## src/rtl/pc_fetch_stage.sv

```systemverilog
// Fetch stage: PC register, imem address/request and IF/ID capture; fetch-to-IF/ID latency 1 cycle.
// Stall holds PC and IF/ID; a branch or imem not ready inserts a bubble. Optional counters under PERF_COUNTERS_EN.
module pc_fetch_stage #(
   parameter int                PC_W        = 8,
   parameter int                INSTR_W     = 32,
   parameter logic [PC_W-1:0]   RESET_PC    = '0,
   parameter int                PC_STEP     = 4,
   parameter int                BOOT_CYCLES = 2,
   parameter logic [INSTR_W-1:0] NOP_INSTR  = 32'h00000013
) (
   input  logic               clk,
   input  logic               rst,
   input  logic               stall,
   input  logic               branch_taken,
   input  logic [PC_W-1:0]    branch_target,
   input  logic               imem_ready,
   input  logic [INSTR_W-1:0] imem_data,
   output logic [PC_W-1:0]    imem_addr,
   output logic               imem_req,
   output logic [PC_W-1:0]    pc,
   output logic [PC_W-1:0]    if_id_pc,
   output logic [INSTR_W-1:0] if_id_instr,
   output logic               if_id_valid
`ifdef PERF_COUNTERS_EN
   ,
   output logic [15:0]        perf_fetch_cnt,
   output logic [15:0]        perf_bubble_cnt
`endif
);

   localparam logic [0:0] ST_BOOT = 1'b0;
   localparam logic [0:0] ST_RUN  = 1'b1;

   localparam int          CNT_W      = (BOOT_CYCLES < 2) ? 1 : $clog2(BOOT_CYCLES + 1);
   localparam logic [0:0]  INIT_STATE = (BOOT_CYCLES == 0) ? ST_RUN : ST_BOOT;
   localparam logic [CNT_W-1:0] CNT_INIT = CNT_W'(BOOT_CYCLES);
   localparam logic [CNT_W-1:0] CNT_ONE  = CNT_W'(1);
   localparam logic [PC_W-1:0]  PC_INC   = PC_W'(PC_STEP);
   // PC_STEP is a power of two, so PC_STEP-1 is exactly the low alignment bits.
   localparam logic [PC_W-1:0]  ALIGN_MASK = ~(PC_W'(PC_STEP - 1));

   logic [0:0]         state_q, state_d;
   logic [CNT_W-1:0]   boot_cnt_q, boot_cnt_d;
   logic [PC_W-1:0]    pc_q, pc_d;
   logic [PC_W-1:0]    if_id_pc_q, if_id_pc_d;
   logic [INSTR_W-1:0] if_id_instr_q, if_id_instr_d;
   logic               if_id_valid_q, if_id_valid_d;
   logic               fetch_evt;
   logic               bubble_evt;

   always_comb begin
      state_d       = state_q;
      boot_cnt_d    = boot_cnt_q;
      pc_d          = pc_q;
      if_id_pc_d    = if_id_pc_q;
      if_id_instr_d = if_id_instr_q;
      if_id_valid_d = if_id_valid_q;
      fetch_evt     = 1'b0;
      bubble_evt    = 1'b0;

      if (state_q == ST_BOOT) begin
         pc_d          = RESET_PC;
         if_id_pc_d    = '0;
         if_id_instr_d = NOP_INSTR;
         if_id_valid_d = 1'b0;
         boot_cnt_d    = boot_cnt_q - CNT_ONE;
         if (boot_cnt_q <= CNT_ONE) begin
            state_d = ST_RUN;
         end
      end else if (branch_taken) begin
         pc_d          = branch_target & ALIGN_MASK;
         if_id_pc_d    = '0;
         if_id_instr_d = NOP_INSTR;
         if_id_valid_d = 1'b0;
         bubble_evt    = 1'b1;
      end else if (stall) begin
         pc_d = pc_q;
      end else if (!imem_ready) begin
         if_id_pc_d    = '0;
         if_id_instr_d = NOP_INSTR;
         if_id_valid_d = 1'b0;
         bubble_evt    = 1'b1;
      end else begin
         if_id_pc_d    = pc_q;
         if_id_instr_d = imem_data;
         if_id_valid_d = 1'b1;
         pc_d          = pc_q + PC_INC;
         fetch_evt     = 1'b1;
      end
   end

   always_ff @(posedge clk) begin
      if (rst) begin
         state_q       <= INIT_STATE;
         boot_cnt_q    <= CNT_INIT;
         pc_q          <= RESET_PC;
         if_id_pc_q    <= '0;
         if_id_instr_q <= NOP_INSTR;
         if_id_valid_q <= 1'b0;
      end else begin
         state_q       <= state_d;
         boot_cnt_q    <= boot_cnt_d;
         pc_q          <= pc_d;
         if_id_pc_q    <= if_id_pc_d;
         if_id_instr_q <= if_id_instr_d;
         if_id_valid_q <= if_id_valid_d;
      end
   end

`ifdef PERF_COUNTERS_EN
   logic [15:0] perf_fetch_q, perf_fetch_d;
   logic [15:0] perf_bubble_q, perf_bubble_d;

   always_comb begin
      perf_fetch_d  = perf_fetch_q;
      perf_bubble_d = perf_bubble_q;
      if (fetch_evt && perf_fetch_q != 16'hFFFF) begin
         perf_fetch_d = perf_fetch_q + 16'd1;
      end
      if (bubble_evt && perf_bubble_q != 16'hFFFF) begin
         perf_bubble_d = perf_bubble_q + 16'd1;
      end
   end

   always_ff @(posedge clk) begin
      if (rst) begin
         perf_fetch_q  <= '0;
         perf_bubble_q <= '0;
      end else begin
         perf_fetch_q  <= perf_fetch_d;
         perf_bubble_q <= perf_bubble_d;
      end
   end

   assign perf_fetch_cnt  = perf_fetch_q;
   assign perf_bubble_cnt = perf_bubble_q;
`else
   logic unused_evt;
   assign unused_evt = fetch_evt ^ bubble_evt;
`endif

   assign pc          = pc_q;
   assign imem_addr   = pc_q;
   assign imem_req    = (state_q == ST_RUN);
   assign if_id_pc    = if_id_pc_q;
   assign if_id_instr = if_id_instr_q;
   assign if_id_valid = if_id_valid_q;

endmodule

```

## config.mk

```make
export PLATFORM = sky130hd
export DESIGN_NAME = pc_fetch_stage
export DESIGN_NICKNAME = d
export VERILOG_FILES = /design/src/rtl/pc_fetch_stage.sv
export SDC_FILE = /design/constraint.sdc
export NUM_CORES = 1
export LEC_CHECK = 0
export CAP_MARGIN = 30
export CORE_UTILIZATION = 38
export CTS_CLUSTER_SIZE = 24
export DETAILED_ROUTE_END_ITERATION = 8
export PLACE_DENSITY = 0.86
export SYNTH_ARGS = -nofsm -noshare
export SYNTH_HDL_FRONTEND = slang
export SYNTH_SLANG_ARGS = --single-unit
```

## constraint.sdc

```tcl
create_clock -name clk -period 1.3 [get_ports clk]
set_input_delay 0.13 -clock clk [delete_from_list [all_inputs] [get_ports clk]]
set_output_delay 0.13 -clock clk [all_outputs]
set_load 0.01 [all_outputs]
```

# --- After elaboration in Yosys (flattened, before gate mapping) ---
# Cells that the tools add are included.
totals:
  register_bits: 52
  in_bits: 45
  output_inout_bits: 58
  word_cells: 26
classes:
  addsub: 2
  n_lt_le_gt_ge: 1
  n_eq_ne: 1
  n_mux: 8
  n_bitwise: 2
  n_reduce_logical: 5
op_table:
  columns: ["operator", "n"]
  rows:
  - ["$mux 32", 1]
  - ["$mux 8", 4]
  - ["$add 8x3->8 const B", 1]
  - ["$reduce_and 2->1", 2]
  - ["$mux 1", 3]
  - ["$reduce_or 3->1", 1]
  - ["$le 2x1->1 const B", 1]
  - ["$ne 2x1->1 const B", 1]
  - ["$not 1->1", 2]
  - ["$reduce_bool 2->1", 1]
  - ["$reduce_or 2->1", 1]
  - ["$sub 2x1->2 const B", 1]

# --- Longest topological paths before layout ---
depth:
  depth_word: 4
  depth_mapped: 5
  ltp_nobuf: 4

# --- Worst setup path before layout ---
# Ideal clock, no wire load.
synth_timing:
  kind: "register to register"
  from: "reg pc_q[4] (netlist: imem_addr[4])"
  to: "reg pc_q[7] (netlist: imem_addr[7])"
  setup_ns: 0.122
  arrival_ns: 1.077
  t_required_ns: 1.178
  setup_slack_ns: 0.102
  path_stages_with_launch: 4
  cell_sequence: "dfxtp_1 -> and4b_4 -> a41oi_1 -> o311a_1"
synth_via:
  elab_chain_cells: 4
synth_lines:
  columns: ["element", "line_no", "rtl"]
  rows:
  - ["start, declared", "44", "logic [PC_W-1:0] pc_q, pc_d;"]
  - ["start signal, assigned", "103", "pc_q <= pc_d;"]
  - ["$add 8x3->8", "87", "pc_d = pc_q + PC_INC;"]
  - ["$mux 8", "78", "end else if (!imem_ready) begin"]
  - ["$mux 8", "76", "end else if (stall) begin"]
  - ["$mux 8", "70", "end else if (branch_taken) begin"]
# Every way passes these cells. The select of a mux whose other input is x is not followed.
# A chain may end at the register's enable or synchronous reset.

# --- Worst setup path in the final report ---
layout_timing:
  from: "reg if_id_instr_q[25] (netlist: if_id_instr[25])"
  to: "out if_id_instr[25]"
layout_lines:
  columns: ["element", "line_no", "rtl"]
  rows:
  - ["start, declared", "46", "logic [INSTR_W-1:0] if_id_instr_q, if_id_instr_d;"]
  - ["start signal, assigned", "105", "if_id_instr_q <= if_id_instr_d;"]
  - ["end, declared", "22", "output logic [INSTR_W-1:0] if_id_instr,"]
# No word-level cell between the ends.

==> flow_summary.yaml <==
clock_tree:
  hold_buffers: 0
  path_clk_slew_ns: 0.08
  insertion_delay_ns: 0.28
  postCtsSetupBuffers: 0
  clkSinkCount: 48
  ctsResizeCount: 50
  clockRootBuffer: "clkbuf_8"
  clk_path_buf_depth: 2
  cts_tree: "built"
  htree_levels: 2
  cts_buffers: 5
status:
  outcome: "finished clean"
yosys:
  mappedNetlistArea_sq_um: 1830
  synth_top_family_by_area: "compound AO/OA/AOI/OAI gates"
  yosysSeqAreaShare: 0.524
  netlist_instances: 195
  synth-xor-area-share: 0.0143
  ys_top_cells_by_area: "dfxtp_1, a22oi_1, nor2_1, buf_4, buf_2"
  synthAdderAreaFrac: 0.0136
  synth_mux_area_frac: 0
  synth_simple_gate_area_share: 0.153
  syn_avg_cell_area_sq_um: 9.41
  ys.warnings.count: 0
  ys_seq_elements: 48
  synth-compound-area-share: 0.203
  yosysTopAreaCell: "dfxtp_1"
  synth.top_cell.area_share: 0.524
  ys_types: 31
finish:
  syn_to_final_growth_pct: 60.2
  finalNonFillerCells: 347
  diodes: 0
  fill_cells: 418
  nNetsFinal: 341
  drive_gt1_frac: 0.115
  layout_common_cells: "clkdlybuf4s50_1, dlygate4sd2_1, dfxtp_1"
  final_common_cell: "clkdlybuf4s50_1"
worst_hold_path:
  hold_depth: 3
  hp-start: "branch_target[2]"
  hp-class: "in -> reg"
  hold-path-endpoint: "imem_addr[2]"
critical_path:
  ff2ff_setup_slack_ns: 0.12
  rr_worst_depth: 3
  regToRegEndpoint: "imem_addr[7]"
  criticalPathCategory: "reg -> out"
  critPathSlowestCell: "clkdlybuf4s50_1"
  cpPeakStageDelay_ns: 0.53
  path_cells: "clkdlybuf4s50_1"
  start_kind: "flop"
  worstPathRequired_ns: 1.17
  critPathLaunch: "if_id_instr[25]"
  path_buf_inv: 1
  crit_path_end_kind: "output port"
  critPathMaxFanout: 2
  arrival_ns: 1.14
  r2r_start: "imem_addr[5]"
  crit_family: "buffers and inverters"
power_and_ir_drop:
  ir_worst_vdd_mv: 0.584
  netSwitchingFraction: 0.259
  finalPower_mw: 3.15
  p_seq_frac: 0.519
  p_leak_nw: 1.43
  clkPwrFrac: 0.282
  power_frac_comb: 0.200
  internal_power_mw: 2.34
  powerDensity_nw_per_um2: 1070
  p_switching_mw: 0.815
timing:
  finClkSkew_ns: 0.00628
  slew_violations: 0
  finalSetupViolCount: 0
  hold_viol_final: 0
  fmax_ghz: 0.788
  post-route-min-period_ns: 1.27
  rsz0062_at_grt: "no"
  fin_setup_tns_ns: 0
  finalCritPeriodShare: 0.976
  whs_ns: 0.440
floorplan:
  dieWidth_um: 71.5
  die_h_um: 71.5
  num_rows: 24
  die_area_sq_um: 5110
  io_pins: 103
  start_util: 0.407
  core_area_sq_um: 4500
global_route:
  grt_pass1_vias: 1623
  antenna_found_initial: 0
  grt_max_degree: 22
  gr-usage-all-layers: 0.183
  grt_overflow: 0
  grt_pass1_wl_um: 7410
run:
  cap_viol_max_count: 0
route:
  wire_per_inst_um: 13.5
  drt_iter0_markers: 57
  via_per_inst: 5.05
  drtPass1Iterations: 4
  vias: 1754
  wirelength_um: 4670
  drtAntennaViolNets: 0
  post-route-drc-count: 0
placement:
  portBuffers: 94
  dp_cells: 339
  routabilityCongestion: 0.865
  dpl.hpwl_um: 3470
## sequential cells by signal, indices dropped and copies added, names as in the netlist
register and count:
boot_cnt_q 2, imem_addr 6, if_id_instr 32, if_id_pc 6, if_id_valid 1, imem_req 1
## per-layer routing
metal | routed length, um | track usage | vias to the layer above | part of all wire
li1 | - | - | 865 | -
met1 | 1910 | 0.204 | 823 | 0.41
met2 | 2410 | 0.341 | 62 | 0.51
met3 | 323 | 0.0563 | 4 | 0.069
met4 | 33 | 0.0458 | 0 | 0.0071
met5 | 0 | 0 | - | 0
## cell type report
cell class / count / area, sq um / area share
tap: 52 / 65.1 / 0.0221
multi-input combinational: 124 / 728 / 0.248
timing repair buffer: 111 / 1060 / 0.362
sequential: 48 / 972 / 0.331
clock buffer: 7 / 86.3 / 0.0294
inverter: 4 / 15.0 / 0.00511
clock inverter: 1 / 7.51 / 0.00256
## stage by stage
stage                     instance area (sq um)  setup slack (ns)   util
after global placement                     2860            -0.188  0.636
after CTS                                  2920           0.00170  0.647
final                                      2940            0.0309  0.652
after floorplan                            1850             0.102      -
after detailed placement                   2860            -0.222  0.636
after global routing                       2940           0.00329  0.652
## worst max path at each step
stage                      end  cells past startpoint
6_report       if_id_instr[25]                      1
5_1_grt        if_id_instr[25]                      1
4_1_cts        if_id_instr[23]                      1
3_5_place_dp      imem_addr[5]                      5
3_3_place_gp      imem_addr[7]                      4
2_1_floorplan     imem_addr[7]                      3
## power by group through the flow
| stage | clock network (mW) | registers, mW | logic (mW) |
|---|---|---|---|
| after CTS | 0.926 | 1.64 | 0.638 |
| final | 0.887 | 1.63 | 0.629 |
| after detailed placement | 0 | 1.66 | 0.675 |
| after global placement | 0 | 1.66 | 0.649 |
| after global routing | 0.962 | 1.65 | 0.692 |
| after floorplan | 0 | 1.67 | 0.301 |
## worst reg2reg max path: stages (launching register included)
cell and delay [ns]:
dfxtp_2 0.35, and4b_4 0.22, and4b_1 0.19, o311a_1 0.31
## cells in the mapped netlist
cell type and number:
and2b_1 1, conb_1 1, and4_1 1, a211oi_1 2, dfxtp_1 48, a21oi_1 4
clkbuf_1 3, xnor2_1 1, a311oi_1 1, a22oi_1 34, and4b_4 1, nor3_1 1
nor2_1 40, o22ai_1 3, o21ai_0 4, ha_1 2, nand2_2 1, nand3b_1 2
a31oi_1 1, nand2_1 7, buf_4 14, o311a_1 1, a41oi_1 1, a211o_1 1
xor2_1 2, inv_1 4, or3_1 1, buf_2 7, and4b_1 1, nand2b_1 3
nor2b_1 2
## cell families (layout without fill, tap and decap cells)
kind of cell,count (synthesis),count (layout)
DFF,48,48
adders and majority gates,2,2
xor gates and xnor gates,3,3
AOI/OAI and AO/OA,52,52
and+or+nand+nor,61,61
other,1,6
buffers and inverters,28,123
Power figures use the tool's default switching activity.
